File: src/rtl/if_fetch_stage_if.sv
// Instruction-memory read handshake between the fetch stage (master) and I-memory (slave).
interface if_fetch_stage_if #(
    parameter int WORD_SIZE = 16
);
    logic                 i_readM;
    logic [WORD_SIZE-1:0] i_address;
    logic [WORD_SIZE-1:0] i_data;
    logic                 i_ready;

    modport master (
        output i_readM,
        output i_address,
        input  i_data,
        input  i_ready
    );

    modport slave (
        input  i_readM,
        input  i_address,
        output i_data,
        output i_ready
    );
endinterface

File: src/rtl/if_fetch_stage.sv
// Instruction fetch stage: REQ/HOLD/DRAIN fetch FSM with optional BTB branch prediction.
// Optional feature macro: BTB_PREDICT_EN (default build predicts pc+1 and ignores bp_update*).
module if_fetch_stage #(
    parameter int WORD_SIZE    = 16,
    parameter int BTB_IDX_BITS = 8
) (
    input  logic                 clk,
    input  logic                 reset,
    input  logic                 stall,
    input  logic                 redirect,
    input  logic [WORD_SIZE-1:0] redirect_pc,
    input  logic                 bp_update,
    input  logic [WORD_SIZE-1:0] bp_update_pc,
    input  logic [WORD_SIZE-1:0] bp_update_target,
    input  logic                 bp_update_taken,
    if_fetch_stage_if.master     imem,
    output logic [WORD_SIZE-1:0] pc_IF,
    output logic [WORD_SIZE-1:0] branch_predicted_pc_IF,
    output logic [WORD_SIZE-1:0] instruction_IF,
    output logic                 valid_IF
);

    typedef enum logic [1:0] {
        ST_REQ   = 2'd0,
        ST_HOLD  = 2'd1,
        ST_DRAIN = 2'd2
    } state_e;

    state_e               state_q, state_d;
    logic [WORD_SIZE-1:0] pc_q, pc_d;
    logic [WORD_SIZE-1:0] req_addr_q, req_addr_d;
    logic [WORD_SIZE-1:0] hold_instr_q, hold_instr_d;
    logic [WORD_SIZE-1:0] hold_pred_q, hold_pred_d;
    logic [WORD_SIZE-1:0] pred_s;
    logic [WORD_SIZE-1:0] instr_s;
    logic [WORD_SIZE-1:0] pred_out_s;
    logic                 valid_s;

`ifdef BTB_PREDICT_EN
    localparam int TAG_W     = WORD_SIZE - BTB_IDX_BITS;
    localparam int BTB_DEPTH = 2 ** BTB_IDX_BITS;

    logic                    btb_valid_q  [BTB_DEPTH];
    logic [TAG_W-1:0]        btb_tag_q    [BTB_DEPTH];
    logic [WORD_SIZE-1:0]    btb_target_q [BTB_DEPTH];
    logic [1:0]              btb_cnt_q    [BTB_DEPTH];
    logic [BTB_IDX_BITS-1:0] lk_idx_s;
    logic [BTB_IDX_BITS-1:0] up_idx_s;
    logic                    lk_hit_s;
    logic                    up_hit_s;

    function automatic logic [1:0] sat_inc(input logic [1:0] c);
        return (c == 2'd3) ? 2'd3 : c + 2'd1;
    endfunction

    function automatic logic [1:0] sat_dec(input logic [1:0] c);
        return (c == 2'd0) ? 2'd0 : c - 2'd1;
    endfunction

    // Lookup reads the registered table, so a same-cycle update is not yet visible.
    assign lk_idx_s = req_addr_q[BTB_IDX_BITS-1:0];
    assign lk_hit_s = btb_valid_q[lk_idx_s] &&
                      (btb_tag_q[lk_idx_s] == req_addr_q[WORD_SIZE-1:BTB_IDX_BITS]);
    assign pred_s   = (lk_hit_s && (btb_cnt_q[lk_idx_s] >= 2'd2)) ?
                      btb_target_q[lk_idx_s] : req_addr_q + WORD_SIZE'(1);

    assign up_idx_s = bp_update_pc[BTB_IDX_BITS-1:0];
    assign up_hit_s = btb_valid_q[up_idx_s] &&
                      (btb_tag_q[up_idx_s] == bp_update_pc[WORD_SIZE-1:BTB_IDX_BITS]);

    // BTB training from resolved branches; reset clears valid bits and sets counters weakly not-taken.
    always_ff @(posedge clk) begin
        if (reset) begin
            for (int i = 0; i < BTB_DEPTH; i++) begin
                btb_valid_q[i]  <= 1'b0;
                btb_tag_q[i]    <= '0;
                btb_target_q[i] <= '0;
                btb_cnt_q[i]    <= 2'd1;
            end
        end else if (bp_update) begin
            if (up_hit_s) begin
                if (bp_update_taken) begin
                    btb_cnt_q[up_idx_s]    <= sat_inc(btb_cnt_q[up_idx_s]);
                    btb_target_q[up_idx_s] <= bp_update_target;
                end else begin
                    btb_cnt_q[up_idx_s] <= sat_dec(btb_cnt_q[up_idx_s]);
                end
            end else if (bp_update_taken) begin
                btb_valid_q[up_idx_s]  <= 1'b1;
                btb_tag_q[up_idx_s]    <= bp_update_pc[WORD_SIZE-1:BTB_IDX_BITS];
                btb_target_q[up_idx_s] <= bp_update_target;
                btb_cnt_q[up_idx_s]    <= 2'd2;
            end
        end
    end
`else
    logic unused_s;

    assign pred_s   = req_addr_q + WORD_SIZE'(1);
    assign unused_s = ^{bp_update, bp_update_pc, bp_update_target, bp_update_taken,
                        (BTB_IDX_BITS > 0)};
`endif

    // Fetch state, PC and captured-word registers.
    always_ff @(posedge clk) begin
        if (reset) begin
            state_q      <= ST_REQ;
            pc_q         <= '0;
            req_addr_q   <= '0;
            hold_instr_q <= '0;
            hold_pred_q  <= '0;
        end else begin
            state_q      <= state_d;
            pc_q         <= pc_d;
            req_addr_q   <= req_addr_d;
            hold_instr_q <= hold_instr_d;
            hold_pred_q  <= hold_pred_d;
        end
    end

    // Next-state and IF/ID output selection; redirect overrides any delivery in the same cycle.
    always_comb begin
        state_d      = state_q;
        pc_d         = pc_q;
        req_addr_d   = req_addr_q;
        hold_instr_d = hold_instr_q;
        hold_pred_d  = hold_pred_q;
        valid_s      = 1'b0;
        instr_s      = hold_instr_q;
        pred_out_s   = hold_pred_q;
        case (state_q)
            ST_REQ: begin
                instr_s    = imem.i_data;
                pred_out_s = pred_s;
                if (redirect) begin
                    pc_d = redirect_pc;
                    if (imem.i_ready) begin
                        req_addr_d = redirect_pc;
                        state_d    = ST_REQ;
                    end else begin
                        state_d = ST_DRAIN;
                    end
                end else if (imem.i_ready) begin
                    valid_s = 1'b1;
                    if (stall) begin
                        hold_instr_d = imem.i_data;
                        hold_pred_d  = pred_s;
                        state_d      = ST_HOLD;
                    end else begin
                        pc_d       = pred_s;
                        req_addr_d = pred_s;
                        state_d    = ST_REQ;
                    end
                end else begin
                    state_d = ST_REQ;
                end
            end
            ST_HOLD: begin
                if (redirect) begin
                    pc_d       = redirect_pc;
                    req_addr_d = redirect_pc;
                    state_d    = ST_REQ;
                end else begin
                    valid_s = 1'b1;
                    if (stall) begin
                        state_d = ST_HOLD;
                    end else begin
                        pc_d       = hold_pred_q;
                        req_addr_d = hold_pred_q;
                        state_d    = ST_REQ;
                    end
                end
            end
            ST_DRAIN: begin
                if (redirect) begin
                    pc_d = redirect_pc;
                end else begin
                    pc_d = pc_q;
                end
                if (imem.i_ready) begin
                    req_addr_d = redirect ? redirect_pc : pc_q;
                    state_d    = ST_REQ;
                end else begin
                    state_d = ST_DRAIN;
                end
            end
            default: begin
                state_d = ST_REQ;
            end
        endcase
    end

    assign imem.i_readM           = (state_q != ST_HOLD);
    assign imem.i_address         = req_addr_q;
    assign pc_IF                  = req_addr_q;
    assign instruction_IF         = instr_s;
    assign branch_predicted_pc_IF = pred_out_s;
    assign valid_IF               = valid_s & ~reset;

endmodule

File: src/flat_wrapper.sv
// flat-port wrapper written by rule: the top's interface ports become plain ports
module if_fetch_stage_flat 
#(
    parameter int WORD_SIZE    = 16,
    parameter int BTB_IDX_BITS = 8
)
  (clk, reset, stall, redirect, redirect_pc, bp_update, bp_update_pc, bp_update_target, bp_update_taken, pc_IF, branch_predicted_pc_IF, instruction_IF, valid_IF, imem_i_readM, imem_i_address, imem_i_data, imem_i_ready);
  if_fetch_stage_if #(.WORD_SIZE(WORD_SIZE)) imem_i ();
  input  logic clk;
  input  logic reset;
  input  logic stall;
  input  logic redirect;
  input  logic [WORD_SIZE-1:0] redirect_pc;
  input  logic bp_update;
  input  logic [WORD_SIZE-1:0] bp_update_pc;
  input  logic [WORD_SIZE-1:0] bp_update_target;
  input  logic bp_update_taken;
  output logic [WORD_SIZE-1:0] pc_IF;
  output logic [WORD_SIZE-1:0] branch_predicted_pc_IF;
  output logic [WORD_SIZE-1:0] instruction_IF;
  output logic valid_IF;
  output wire logic [$bits(imem_i.i_readM)-1:0] imem_i_readM;
  output wire logic [$bits(imem_i.i_address)-1:0] imem_i_address;
  input wire logic [$bits(imem_i.i_data)-1:0] imem_i_data;
  input wire logic [$bits(imem_i.i_ready)-1:0] imem_i_ready;
  assign imem_i_readM = imem_i.i_readM;
  assign imem_i_address = imem_i.i_address;
  assign imem_i.i_data = imem_i_data;
  assign imem_i.i_ready = imem_i_ready;
  if_fetch_stage #(.WORD_SIZE(WORD_SIZE), .BTB_IDX_BITS(BTB_IDX_BITS)) u_core (.clk(clk), .reset(reset), .stall(stall), .redirect(redirect), .redirect_pc(redirect_pc), .bp_update(bp_update), .bp_update_pc(bp_update_pc), .bp_update_target(bp_update_target), .bp_update_taken(bp_update_taken), .imem(imem_i), .pc_IF(pc_IF), .branch_predicted_pc_IF(branch_predicted_pc_IF), .instruction_IF(instruction_IF), .valid_IF(valid_IF));
endmodule
File: config.mk
export PLATFORM = sky130hd
export DESIGN_NAME = if_fetch_stage_flat
export DESIGN_NICKNAME = d
export VERILOG_FILES = /design/src/rtl/if_fetch_stage_if.sv /design/src/rtl/if_fetch_stage.sv /design/src/flat_wrapper.sv
export SDC_FILE = /design/constraint.sdc
export NUM_CORES = 1
export LEC_CHECK = 0
export CAP_MARGIN = 5
export CORE_MARGIN = 2
export CORE_UTILIZATION = 48
export CTS_BUF_LIST = sky130_fd_sc_hd__clkbuf_16
export CTS_CLUSTER_SIZE = 24
export DETAILED_ROUTE_END_ITERATION = 6
export PLACE_DENSITY_LB_ADDON = 0.08
export SYNTH_ARGS = -nofsm -noshare
export SYNTH_HDL_FRONTEND = slang
export SYNTH_SLANG_ARGS = --single-unit
File: constraint.sdc
create_clock -name clk -period 4.75 [get_ports clk]
set_clock_uncertainty 0.15 [all_clocks]
set_input_delay 0.475 -clock clk [delete_from_list [all_inputs] [get_ports clk]]
set_output_delay 0.475 -clock clk [all_outputs]
set_load 0.005 [all_outputs]
# Word-level counts from Yosys, hierarchy flattened
# Index checks and enable logic that the tools add are counted.
word_totals:
  ff_bits: 66
  output_inout_bits: 66
classes:
  bitwise: 3
  muxes: 23
  n_reduce_logical: 5
  n_eq_ne: 8
  add_sub_neg: 1
op_table:
  columns: ["cell", "n"]
  rows:
  - ["two-way mux 16 bit", 11]
  - ["one-hot mux 16 bit (3 select lines)", 2]
  - ["adder 16 x 1 -> 16 bit, second input constant", 1]
  - ["inequality test 3 bit, second input constant", 3]
  - ["two-way mux 2 bit", 4]
  - ["AND reduction 4 bit", 2]
  - ["one-hot mux 2 bit (3 select lines)", 1]
  - ["AND reduction 5 bit", 1]
  - ["two-way mux 1 bit", 4]
  - ["inequality test 2 bit, second input constant", 2]
  - ["nonzero test 3 bit", 1]
  - ["== test 2 x 1 -> 1 bit, second input constant", 1]
  - ["== test 2 bit, second input constant", 1]
  - ["logical NOT 2 bit", 1]
  - ["inequality test 2 x 1 -> 1 bit, second input constant", 1]
  - ["NOT 1 bit", 2]
  - ["one-hot mux 1 bit (2 select lines)", 1]
  - ["AND 1 bit", 1]

# Longest topological paths before layout
# Gate-level depths: netlist (run 1).
logic_depth:
  word_depth: 5
  depth_mapped: 9
  depth_no_buf: 7

# Worst setup path after synthesis (run 1)
# OpenSTA, ideal clock, no wires.
synth_timing:
  path_type: "register -> output"
  from: "register u_core.state_q[0]"
  to: "output port branch_predicted_pc_IF[10]"
  t_required_ps: 4125
  arrival_ps: 1578
  path_buffers: 3
  stages_incl_launch_ff: 8
  path_slack_ps: 2547
  cell_sequence: "dfxtp_1 inv_1 ha_1 clkbuf_1 clkbuf_1 clkbuf_1 nor2_1 a21oi_1"
synth_via:
  elab_chain_len: 2
synth_rtl:
  columns: ["item", "line_no", "text"]
  rows:
  - ["start: declaration", "if_fetch_stage.sv:29", "state_e state_q, state_d;"]
  - ["start signal: assignment", "if_fetch_stage.sv:113", "state_q <= state_d;"]
  - ["logical NOT 2 bit", "if_fetch_stage.sv:131", "case (state_q)"]
  - ["two-way mux 16 bit", "if_fetch_stage.sv:131", null]
  - ["end: declaration", "flat_wrapper.sv:19", "output logic [WORD_SIZE-1:0] branch_predicted_pc_IF;"]
# Every way passes these cells.

# Final worst setup path (run 1)
layout_timing:
  from: "register u_core.req_addr_q[3], in the netlist u_core.imem.i_address[3]"
  to: "output port branch_predicted_pc_IF[15]"
layout_via:
  elab_chain_len: 2
layout_rtl:
  columns: ["item", "line_no", "text"]
  rows:
  - ["start: declaration", "if_fetch_stage.sv:31", "logic [WORD_SIZE-1:0] req_addr_q, req_addr_d;"]
  - ["start signal: assignment", "if_fetch_stage.sv:115", "req_addr_q <= req_addr_d;"]
  - ["adder 16 x 1 -> 16 bit", "if_fetch_stage.sv:99", "assign pred_s = req_addr_q + WORD_SIZE'(1);"]
  - ["two-way mux 16 bit", "if_fetch_stage.sv:131", null]
# Every way passes these cells.

==> flow_summary.html, run 1 <==
<table>
<tr><th>Metric</th><th>Value</th></tr>
<tr><th colspan="2">Timing</th></tr>
<tr><td>Relative slew slack</td><td>26.2%</td></tr>
<tr><td>Final hold violation count</td><td>0</td></tr>
<tr><td>Setup Total Neg Slack</td><td>0 ps</td></tr>
<tr><td>Total of endpoints with negative setup slack in the final report</td><td>0</td></tr>
<tr><td>Pins over their slew limit</td><td>0</td></tr>
<tr><td>Final critical delay including setup and external delays</td><td>3550 ps</td></tr>
<tr><td>Highest clock frequency the design can meet</td><td>0.281 GHz</td></tr>
<tr><td>Slew @ Worst Pin</td><td>1110 ps</td></tr>
<tr><td>RSZ-0062 raised after global routing</td><td>false</td></tr>
<tr><td>Final worst-path cycle share</td><td>74.8%</td></tr>
<tr><th colspan="2">Clock network</th></tr>
<tr><td>Cell at the root of the clock tree</td><td>sky130_fd_sc_hd__clkbuf_16</td></tr>
<tr><td>Post-cts repair resize count</td><td>0</td></tr>
<tr><td>Num Clock Sinks</td><td>66</td></tr>
<tr><td>CTS tree</td><td>yes</td></tr>
<tr><td>Post-CTS Hold Buffers</td><td>0</td></tr>
<tr><td>H-tree levels</td><td>3</td></tr>
<tr><td>Cts bufs inserted</td><td>9</td></tr>
<tr><td>Worst-Skew Late Latency</td><td>320 ps</td></tr>
<tr><td>Buffer count from post-CTS setup fixing</td><td>0</td></tr>
<tr><td>Clock transition at the register clock pins on the worst setup and hold paths after CTS</td><td>60 ps</td></tr>
<tr><td>Clk buf depth</td><td>2</td></tr>
<tr><th colspan="2">Yosys</th></tr>
<tr><td>Most used flip-flop cell after synthesis</td><td>sky130_fd_sc_hd__dfxtp_1</td></tr>
<tr><td>Cells after Synth</td><td>450</td></tr>
<tr><td>Post-synthesis async set-or-reset flop share</td><td>0%</td></tr>
<tr><td>Largest cells by area after synthesis</td><td>sky130_fd_sc_hd__dfxtp_1, sky130_fd_sc_hd__nor2_1, sky130_fd_sc_hd__mux2_2</td></tr>
<tr><td>Number of flops mapped to enable cells by yosys</td><td>0</td></tr>
<tr><td>Count of synthesis-stage warnings from yosys</td><td>0</td></tr>
<tr><td>Area of the mapped netlist</td><td>3680 um^2</td></tr>
<tr><td>#FFs+latches synth</td><td>66</td></tr>
<tr><td>Dominant cell type by area after synthesis</td><td>sky130_fd_sc_hd__dfxtp_1</td></tr>
<tr><td>Unique masters post-synth</td><td>49</td></tr>
<tr><td>Share of synthesized area occupied by flip-flops and latches</td><td>35.9%</td></tr>
<tr><td>Average instance area after synthesis</td><td>8.17 um^2</td></tr>
<tr><td>Total nets after synthesis</td><td>527</td></tr>
<tr><td>Portion of synthesized cell area occupied by the leading cell type</td><td>35.9%</td></tr>
<tr><th colspan="2">Drt</th></tr>
<tr><td>Starting DRC count in detailed routing</td><td>183</td></tr>
<tr><td>Antenna viol nets, final</td><td>0</td></tr>
<tr><td>Via Count</td><td>3604</td></tr>
<tr><td>Sum of routed wire length over all layers</td><td>10000 um</td></tr>
<tr><td>Number of detailed-routing iterations run before antenna repair</td><td>5</td></tr>
<tr><td>Routed len/inst</td><td>16.2 um</td></tr>
<tr><td>Drc violations</td><td>0</td></tr>
<tr><td>Via density per instance</td><td>5.83</td></tr>
<tr><th colspan="2">Critical path</th></tr>
<tr><td>Slowest cell on crit path</td><td>sky130_fd_sc_hd__dfxtp_1</td></tr>
<tr><td>CP endpoint</td><td>branch_predicted_pc_IF[15]</td></tr>
<tr><td>Reg2Reg Capture Point</td><td>u_core.imem.i_address[4]$_SDFFE_PP0P_</td></tr>
<tr><td>R2R cell count</td><td>7</td></tr>
<tr><td>Kind of end point of the critical path</td><td>output pin</td></tr>
<tr><td>Internal reg-to-reg setup slack</td><td>1510 ps</td></tr>
<tr><td>Startpoint of the most critical register-to-register path</td><td>u_core.state_q[1]$_SDFF_PP0_</td></tr>
<tr><td>Max FO, Critical Path</td><td>8</td></tr>
<tr><td>Startpoint-to-endpoint class of the critical path</td><td>register to output pin</td></tr>
<tr><td>Biggest cell delay along the critical path</td><td>550 ps</td></tr>
<tr><td>Nature of the critical path startpoint</td><td>register</td></tr>
<tr><td>Data required, critical path</td><td>4120 ps</td></tr>
<tr><td>Most used cell along the critical path</td><td>sky130_fd_sc_hd__nand4_1</td></tr>
<tr><td>Critical path startpoint</td><td>u_core.imem.i_address[3]$_SDFFE_PP0P_</td></tr>
<tr><td>Worst EP arrival</td><td>2930 ps</td></tr>
<tr><td>Ordered list of cells on the worst path</td><td>nand4_1, nor3_1, nand4_1, xor2_1, a21oi_1, clkdlybuf4s50_1</td></tr>
<tr><th colspan="2">Floorplanning</th></tr>
<tr><td>Effective utilization at floorplan</td><td>50.2%</td></tr>
<tr><td>Placeable core area</td><td>7330 um^2</td></tr>
<tr><td>Horiz. Die Dim</td><td>91.5 um</td></tr>
<tr><td>Top-level I/O count</td><td>137</td></tr>
<tr><td>Die Area</td><td>8380 um^2</td></tr>
<tr><td>Die Ht</td><td>91.5 um</td></tr>
<tr><td>Row Count</td><td>31</td></tr>
<tr><th colspan="2">Power</th></tr>
<tr><td>Power per cell area</td><td>337 nW/um^2</td></tr>
<tr><td>Internal power contribution</td><td>1200 uW</td></tr>
<tr><td>Logic gate share of total power</td><td>22.6%</td></tr>
<tr><td>P_leak</td><td>0.00175 uW</td></tr>
<tr><td>Total power consumption of the routed design</td><td>1640 uW</td></tr>
<tr><td>Share of power burned in registers</td><td>38.8%</td></tr>
<tr><td>Switching fraction of total power</td><td>27.0%</td></tr>
<tr><td>Net switching power</td><td>443 uW</td></tr>
<tr><td>IR Drop Worst-Case VDD</td><td>0.174 mV</td></tr>
<tr><td>Clock network power share</td><td>38.6%</td></tr>
<tr><th colspan="2">Cells and area</th></tr>
<tr><td>Number of nets in the layout</td><td>591</td></tr>
<tr><td>Count of antenna diodes in the layout</td><td>0</td></tr>
<tr><td>Area growth from synthesis to layout</td><td>32.4%</td></tr>
<tr><td>Core Util, Final</td><td>66.4%</td></tr>
<tr><td>Fraction of final layout cells with drive strength greater than 1</td><td>9.44%</td></tr>
<tr><td>Number of fillers in the final layout</td><td>614</td></tr>
<tr><td>Final instance count without filler cells</td><td>618</td></tr>
<tr><th colspan="2">Job</th></tr>
<tr><td>Number of max-cap violations</td><td>0</td></tr>
<tr><th colspan="2">Global routing</th></tr>
<tr><td>Number of antenna violations at the first check in global routing</td><td>0</td></tr>
<tr><td>First-pass GRT wire length</td><td>16400 um</td></tr>
<tr><td>Gr usage total</td><td>24.1%</td></tr>
<tr><td>Via count of the first global-routing pass</td><td>3432</td></tr>
<tr><td>Pin count of the biggest net entering global routing</td><td>54</td></tr>
<tr><td>Grt total ovfl</td><td>0</td></tr>
<tr><th colspan="2">Placement</th></tr>
<tr><td>Placer congestion estimate</td><td>0.803</td></tr>
<tr><td>Placed instance count</td><td>602</td></tr>
<tr><td>Port Buffers</td><td>102</td></tr>
<tr><td>Placed wire-length estimate after detailed placement</td><td>6500 um</td></tr>
<tr><th colspan="2">Run status</th></tr>
<tr><td>Run status</td><td>finished clean</td></tr>
<tr><th colspan="2">Worst hold path</th></tr>
<tr><td>Hold crit path type</td><td>register to register</td></tr>
</table>
area by class of cell:
class	count	area (um^2)	share of cell area (%)
clock inverter	7	61.3	1.26
sequential	66	1320	27.1
clock buffer	9	225	4.63
timing repair buffer	106	1050	21.5
inverter	7	26.3	0.540
tap	99	124	2.54
multi-input combinational	324	2060	42.4
per-stage QoR:
step | hold slack (ps) | setup slack (ps) | instance area (um^2)
after global routing | 326 | 966 | 4870
after global placement | 290 | 1610 | 4580
after floorplan | 284 | 2550 | 3680
after CTS | 305 | 1230 | 4870
final | 302 | 1200 | 4870
after detailed placement | 297 | 1570 | 4580
power by group through the flow:
stage                     combinational [uW]  clock, uW  sequential [uW]
after CTS                                372        646              637
after global routing                     404        671              644
after floorplan                          209          0              637
after global placement                   365          0              647
final                                    371        635              637
after detailed placement                 370          0              648
kinds of logic after synthesis:
logic type | Yosys count | synth area share (%)
AOI/OAI and AO/OA | 121 | 23.7
xor gates and xnor gates | 16 | 3.81
adders and majority gates | 6 | 2.04
buffers and inverters | 60 | 8.00
DFF | 66 | 35.9
muxes | 26 | 7.72
and+or+nand+nor | 155 | 18.8
layer usage:
layer  GRT usage [%]  up-vias  routed length, um
met5               0        -                  0
met4            6.31        0                149
met3            5.81       12                795
met2            40.6      147               4830
met1            30.7     1713               4260
li1                -     1732                  -
worst min path at each step:
stage,from,endpoint,slack [ps],depth (start not counted)
after global routing,u_core.hold_instr_q[15]$_SDFFE_PP0P_,u_core.hold_instr_q[15]$_SDFFE_PP0P_,330,2
final,u_core.hold_instr_q[5]$_SDFFE_PP0P_,u_core.hold_instr_q[5]$_SDFFE_PP0P_,300,2
after detailed placement,u_core.hold_instr_q[5]$_SDFFE_PP0P_,u_core.hold_instr_q[5]$_SDFFE_PP0P_,300,2
after global placement,u_core.hold_instr_q[7]$_SDFFE_PP0P_,u_core.hold_instr_q[7]$_SDFFE_PP0P_,290,2
after floorplan,u_core.hold_instr_q[0]$_SDFFE_PP0P_,u_core.hold_instr_q[0]$_SDFFE_PP0P_,280,2
after CTS,u_core.hold_instr_q[5]$_SDFFE_PP0P_,u_core.hold_instr_q[5]$_SDFFE_PP0P_,300,2
placed cells by master (no fill, tap or decap), types with 4 or more instances in the layout:
cell                                n
sky130_fd_sc_hd__clkdlybuf4s50_1  101
sky130_fd_sc_hd__nor2_1            71
sky130_fd_sc_hd__dfxtp_1           66
sky130_fd_sc_hd__nand2_1           47
sky130_fd_sc_hd__a21oi_1           39
sky130_fd_sc_hd__a211oi_1          25
sky130_fd_sc_hd__mux2_2            19
sky130_fd_sc_hd__a311oi_1          11
sky130_fd_sc_hd__xnor2_1           10
sky130_fd_sc_hd__nor3_1            10
sky130_fd_sc_hd__a22oi_1            9
sky130_fd_sc_hd__clkbuf_16          9
sky130_fd_sc_hd__a221oi_1           8
sky130_fd_sc_hd__inv_1              7
sky130_fd_sc_hd__mux2i_1            7
sky130_fd_sc_hd__nand3_1            6
sky130_fd_sc_hd__xor2_1             6
sky130_fd_sc_hd__ha_1               5
sky130_fd_sc_hd__o22ai_1            4
sky130_fd_sc_hd__a211o_1            4
sky130_fd_sc_hd__buf_4              4
flip-flops by register name (all words and copies together), names as in the netlist:
| signal | count |
|---|---|
| u_core.hold_instr_q | 16 |
| u_core.hold_pred_q | 16 |
| u_core.imem.i_address | 16 |
| u_core.pc_q | 16 |
| u_core.state_q | 2 |
synthesized netlist by cell type, types with 2 or more instances:
master and number:
sky130_fd_sc_hd__buf_2 6, sky130_fd_sc_hd__buf_4 16, sky130_fd_sc_hd__nor4_1 3, sky130_fd_sc_hd__a211o_1 4
sky130_fd_sc_hd__dfxtp_1 66, sky130_fd_sc_hd__nor2_1 71, sky130_fd_sc_hd__a221o_1 2, sky130_fd_sc_hd__o22ai_1 4
sky130_fd_sc_hd__xnor2_1 10, sky130_fd_sc_hd__nand4_1 3, sky130_fd_sc_hd__a221oi_1 8, sky130_fd_sc_hd__a211oi_1 25
sky130_fd_sc_hd__a21oi_1 39, sky130_fd_sc_hd__buf_1 6, sky130_fd_sc_hd__a32oi_1 2, sky130_fd_sc_hd__mux2_2 19
sky130_fd_sc_hd__o21ai_0 3, sky130_fd_sc_hd__o21bai_1 2, sky130_fd_sc_hd__ha_1 6, sky130_fd_sc_hd__a211o_2 2
sky130_fd_sc_hd__o2bb2ai_1 3, sky130_fd_sc_hd__nor3_1 10, sky130_fd_sc_hd__a311oi_2 3, sky130_fd_sc_hd__xor2_1 6
sky130_fd_sc_hd__clkbuf_1 24, sky130_fd_sc_hd__and2_1 2, sky130_fd_sc_hd__mux2i_1 7, sky130_fd_sc_hd__a311oi_1 11
sky130_fd_sc_hd__a22oi_1 9, sky130_fd_sc_hd__nand3_1 6, sky130_fd_sc_hd__nand2_1 47, sky130_fd_sc_hd__nand2b_1 3
sky130_fd_sc_hd__inv_1 6
worst max-delay path, delay by kind of cell, from the launching register on:
family | cells | cell delay [ps]
buffers and inverters | 1 | 520
xor gates and xnor gates | 1 | 210
and+or+nand+nor | 3 | 1170
DFF | 1 | 550
AOI/OAI and AO/OA | 1 | 150
Note: power is estimated with default switching activity, not from simulation.
==> inputs of run 2 (changes only) <==
--- a/config.mk
+++ b/config.mk
@@ -7,7 +7,7 @@
 export LEC_CHECK = 0
 export CAP_MARGIN = 5
 export CORE_MARGIN = 2
-export CORE_UTILIZATION = 48
+export CORE_UTILIZATION = 40
 export CTS_BUF_LIST = sky130_fd_sc_hd__clkbuf_16
 export CTS_CLUSTER_SIZE = 24
 export DETAILED_ROUTE_END_ITERATION = 6
==> constraint.sdc (replaced) <==
create_clock -name clk -period 2.91 [get_ports clk]
set_clock_uncertainty 0.15 [all_clocks]
set_input_delay 0.291 -clock clk [delete_from_list [all_inputs] [get_ports clk]]
set_output_delay 0.291 -clock clk [all_outputs]
set_load 0.005 [all_outputs]
==> flow_summary.html, run 2 (synthesis results as in run 1) <==
<table>
<tr><th>Metric</th><th>Value</th></tr>
<tr><th colspan="2">Global routing</th></tr>
<tr><td>Pin count of the biggest net entering global routing</td><td>46 (-15%)</td></tr>
<tr><td>First-pass GRT wire length</td><td>18000 um (+9.8%)</td></tr>
<tr><td>Number of antenna violations at the first check in global routing</td><td>0 (unchanged)</td></tr>
<tr><td>Via count of the first global-routing pass</td><td>3529 (+2.8%)</td></tr>
<tr><td>Gr usage total</td><td>22.6% (-1.5 points)</td></tr>
<tr><td>Grt total ovfl</td><td>0 (unchanged)</td></tr>
<tr><th colspan="2">Power</th></tr>
<tr><td>P_leak</td><td>0.00188 uW (+7.6%)</td></tr>
<tr><td>Power per cell area</td><td>572 nW/um^2 (+70%)</td></tr>
<tr><td>IR Drop Worst-Case VDD</td><td>0.269 mV (+55%)</td></tr>
<tr><th colspan="2">Critical path</th></tr>
<tr><td>Kind of end point of the critical path</td><td>output pin</td></tr>
<tr><td>Max FO, Critical Path</td><td>6 (-2)</td></tr>
<tr><td>Reg2Reg Capture Point</td><td>u_core.imem.i_address[10]$_SDFFE_PP0P_</td></tr>
<tr><td>Startpoint-to-endpoint class of the critical path</td><td>register to output pin</td></tr>
<tr><td>Data required, critical path</td><td>2470 ps (-1650 ps)</td></tr>
<tr><td>Nature of the critical path startpoint</td><td>register</td></tr>
<tr><td>Startpoint of the most critical register-to-register path</td><td>u_core.state_q[1]$_SDFF_PP0_</td></tr>
<tr><td>R2R cell count</td><td>6 (-1)</td></tr>
<tr><td>Worst EP arrival</td><td>2340 ps (-590 ps)</td></tr>
<tr><td>Internal reg-to-reg setup slack</td><td>570 ps (-940 ps)</td></tr>
<tr><th colspan="2">Clock network</th></tr>
<tr><td>Post-CTS Hold Buffers</td><td>0 (unchanged)</td></tr>
<tr><td>Num Clock Sinks</td><td>66 (unchanged)</td></tr>
<tr><td>Cell at the root of the clock tree</td><td>sky130_fd_sc_hd__clkbuf_16</td></tr>
<tr><td>Clock transition at the register clock pins on the worst setup and hold paths after CTS</td><td>60 ps (about the same)</td></tr>
<tr><td>Worst-Skew Late Latency</td><td>330 ps (about the same)</td></tr>
<tr><td>H-tree levels</td><td>3 (unchanged)</td></tr>
<tr><td>Cts bufs inserted</td><td>9 (unchanged)</td></tr>
<tr><td>CTS tree</td><td>yes</td></tr>
<tr><td>Clk buf depth</td><td>2 (unchanged)</td></tr>
<tr><th colspan="2">Timing</th></tr>
<tr><td>Pins over their slew limit</td><td>0 (unchanged)</td></tr>
<tr><td>Final worst-path cycle share</td><td>95.5%</td></tr>
<tr><td>Final critical delay including setup and external delays</td><td>2780 ps</td></tr>
<tr><td>Total of endpoints with negative setup slack in the final report</td><td>0 (unchanged)</td></tr>
<tr><td>Highest clock frequency the design can meet</td><td>0.360 GHz</td></tr>
<tr><td>Relative slew slack</td><td>63.0% (+37 points)</td></tr>
<tr><td>Setup Total Neg Slack</td><td>0 ps (unchanged)</td></tr>
<tr><td>Slew @ Worst Pin</td><td>555 ps (-552 ps)</td></tr>
<tr><td>RSZ-0062 raised after global routing</td><td>false</td></tr>
<tr><td>Final hold violation count</td><td>0 (unchanged)</td></tr>
<tr><th colspan="2">Job</th></tr>
<tr><td>Number of max-cap violations</td><td>0 (unchanged)</td></tr>
<tr><th colspan="2">Floorplanning</th></tr>
<tr><td>Die Area</td><td>9980 um^2 (+19%)</td></tr>
<tr><td>Horiz. Die Dim</td><td>99.9 um (+9.1%)</td></tr>
<tr><td>Effective utilization at floorplan</td><td>41.8% (-8.4 points)</td></tr>
<tr><td>Die Ht</td><td>99.9 um (+9.1%)</td></tr>
<tr><td>Row Count</td><td>34 (+9.7%)</td></tr>
<tr><td>Top-level I/O count</td><td>137 (unchanged)</td></tr>
<tr><td>Placeable core area</td><td>8810 um^2 (+20%)</td></tr>
<tr><th colspan="2">Worst hold path</th></tr>
<tr><td>End point of the most critical hold path</td><td>u_core.hold_instr_q[1]$_SDFFE_PP0P_</td></tr>
<tr><td>Hold path startpoint</td><td>u_core.hold_instr_q[1]$_SDFFE_PP0P_</td></tr>
<tr><td>Hold crit path type</td><td>register to register</td></tr>
<tr><td>Min-Delay Path Depth</td><td>2 (unchanged)</td></tr>
<tr><th colspan="2">Cells and area</th></tr>
<tr><td>Number of fillers in the final layout</td><td>829 (+35%)</td></tr>
<tr><td>Most common cell after layout, fill and taps aside</td><td>sky130_fd_sc_hd__clkdlybuf4s50_1</td></tr>
<tr><td>Post-route standard cell area excluding fillers</td><td>5140 um^2 (+5.7%)</td></tr>
<tr><td>Number of nets in the layout</td><td>615 (+4.1%)</td></tr>
<tr><td>Commonest non-fill, non-tap cells in the layout</td><td>sky130_fd_sc_hd__clkdlybuf4s50_1, sky130_fd_sc_hd__nor2_1, sky130_fd_sc_hd__dfxtp_1</td></tr>
<tr><td>Area growth from synthesis to layout</td><td>39.9%</td></tr>
<tr><td>Final instance count without filler cells</td><td>651 (+5.3%)</td></tr>
<tr><td>Fraction of final layout cells with drive strength greater than 1</td><td>15.1% (+5.7 points)</td></tr>
<tr><td>Count of antenna diodes in the layout</td><td>0 (unchanged)</td></tr>
<tr><th colspan="2">Drt</th></tr>
<tr><td>Sum of routed wire length over all layers</td><td>11100 um (+10%)</td></tr>
<tr><td>Via Count</td><td>3656 (+1.4%)</td></tr>
<tr><td>Routed len/inst</td><td>17.0 um (+4.7%)</td></tr>
<tr><td>Number of detailed-routing iterations run before antenna repair</td><td>4 (-1)</td></tr>
<tr><td>Starting DRC count in detailed routing</td><td>232 (+27%)</td></tr>
<tr><td>Via density per instance</td><td>5.62 (-3.7%)</td></tr>
<tr><td>Antenna viol nets, final</td><td>0 (unchanged)</td></tr>
<tr><td>Drc violations</td><td>0 (unchanged)</td></tr>
<tr><th colspan="2">Run status</th></tr>
<tr><td>Run status</td><td>finished clean</td></tr>
<tr><th colspan="2">Placement</th></tr>
<tr><td>Placer congestion estimate</td><td>0.790 (-1.5%)</td></tr>
<tr><td>Placed wire-length estimate after detailed placement</td><td>7530 um (+16%)</td></tr>
<tr><td>Dpl cell area</td><td>4780 um^2 (+4.3%)</td></tr>
<tr><td>Port Buffers</td><td>102 (unchanged)</td></tr>
<tr><td>Placed instance count</td><td>634 (+5.3%)</td></tr>
</table>
run 2: layer usage:
layer | GRT usage (%) | share of wire (%) | routed length, um | vias to the layer above
met3 | 2.79 | 5.5 | 604 | 10
met4 | 8.22 | 1.2 | 138 | 0
met1 | 31.2 | 45 | 4960 | 1753
met2 | 36.4 | 48 | 5360 | 113
li1 | - | - | - | 1780
met5 | 0 | 0 | 0 | -
run 2: worst max path at each step:
stage / depth (start not counted) / to / startpoint
after floorplan: 8 / u_core.imem.i_address[4]$_SDFFE_PP0P_ / u_core.state_q[0]$_SDFF_PP0_
after global placement: 5 / branch_predicted_pc_IF[11] / u_core.imem.i_address[8]$_SDFFE_PP0P_
after detailed placement: 6 / branch_predicted_pc_IF[15] / u_core.imem.i_address[8]$_SDFFE_PP0P_
after CTS: 7 / branch_predicted_pc_IF[15] / u_core.imem.i_address[1]$_SDFFE_PP0P_
after global routing: 5 / branch_predicted_pc_IF[11] / u_core.imem.i_address[5]$_SDFFE_PP0P_
final: 5 / branch_predicted_pc_IF[11] / u_core.imem.i_address[5]$_SDFFE_PP0P_
run 2: cell type report:
type	count	area [um^2]	area share (%)
timing repair buffer	130	1240	24.1
sequential	66	1330	25.8
clock buffer	9	225	4.38
multi-input combinational	324	2070	40.3
clock inverter	7	118	2.29
inverter	7	26.3	0.511
tap	108	135	2.63
run 2: stage by stage:
stage / utilization, % / hold slack, ps / worst slack, ps / total power [uW]
2_1_floorplan: - / 220 / 736 / 1380
3_3_place_gp: 54.3 / 290 / 394 / 1690
3_5_place_dp: 54.3 / 297 / 345 / 1700
4_1_cts: 58.2 / 305 / 14.8 / 2950
5_1_grt: 58.4 / 331 / 38.1 / 3060
6_report: 58.4 / 303 / 132 / 2940
run 2: report_power, final:
part | switching (uW) | internal, uW
combinational | 298 | 364
clock | 420 | 835
sequential | 56.8 | 970
run 2: critical path: stages, from the launching register on:
cell	delay [ps]
sky130_fd_sc_hd__dfxtp_2	390
sky130_fd_sc_hd__nand3_2	180
sky130_fd_sc_hd__or4_1	600
sky130_fd_sc_hd__xor2_1	180
sky130_fd_sc_hd__a21oi_1	150
sky130_fd_sc_hd__clkdlybuf4s50_1	510
run 2: timing repair:
item	CTS	global route
pin swaps	1	0
buffers inserted	1	0
setup endpoints to repair	1	4
resized for setup	0	8
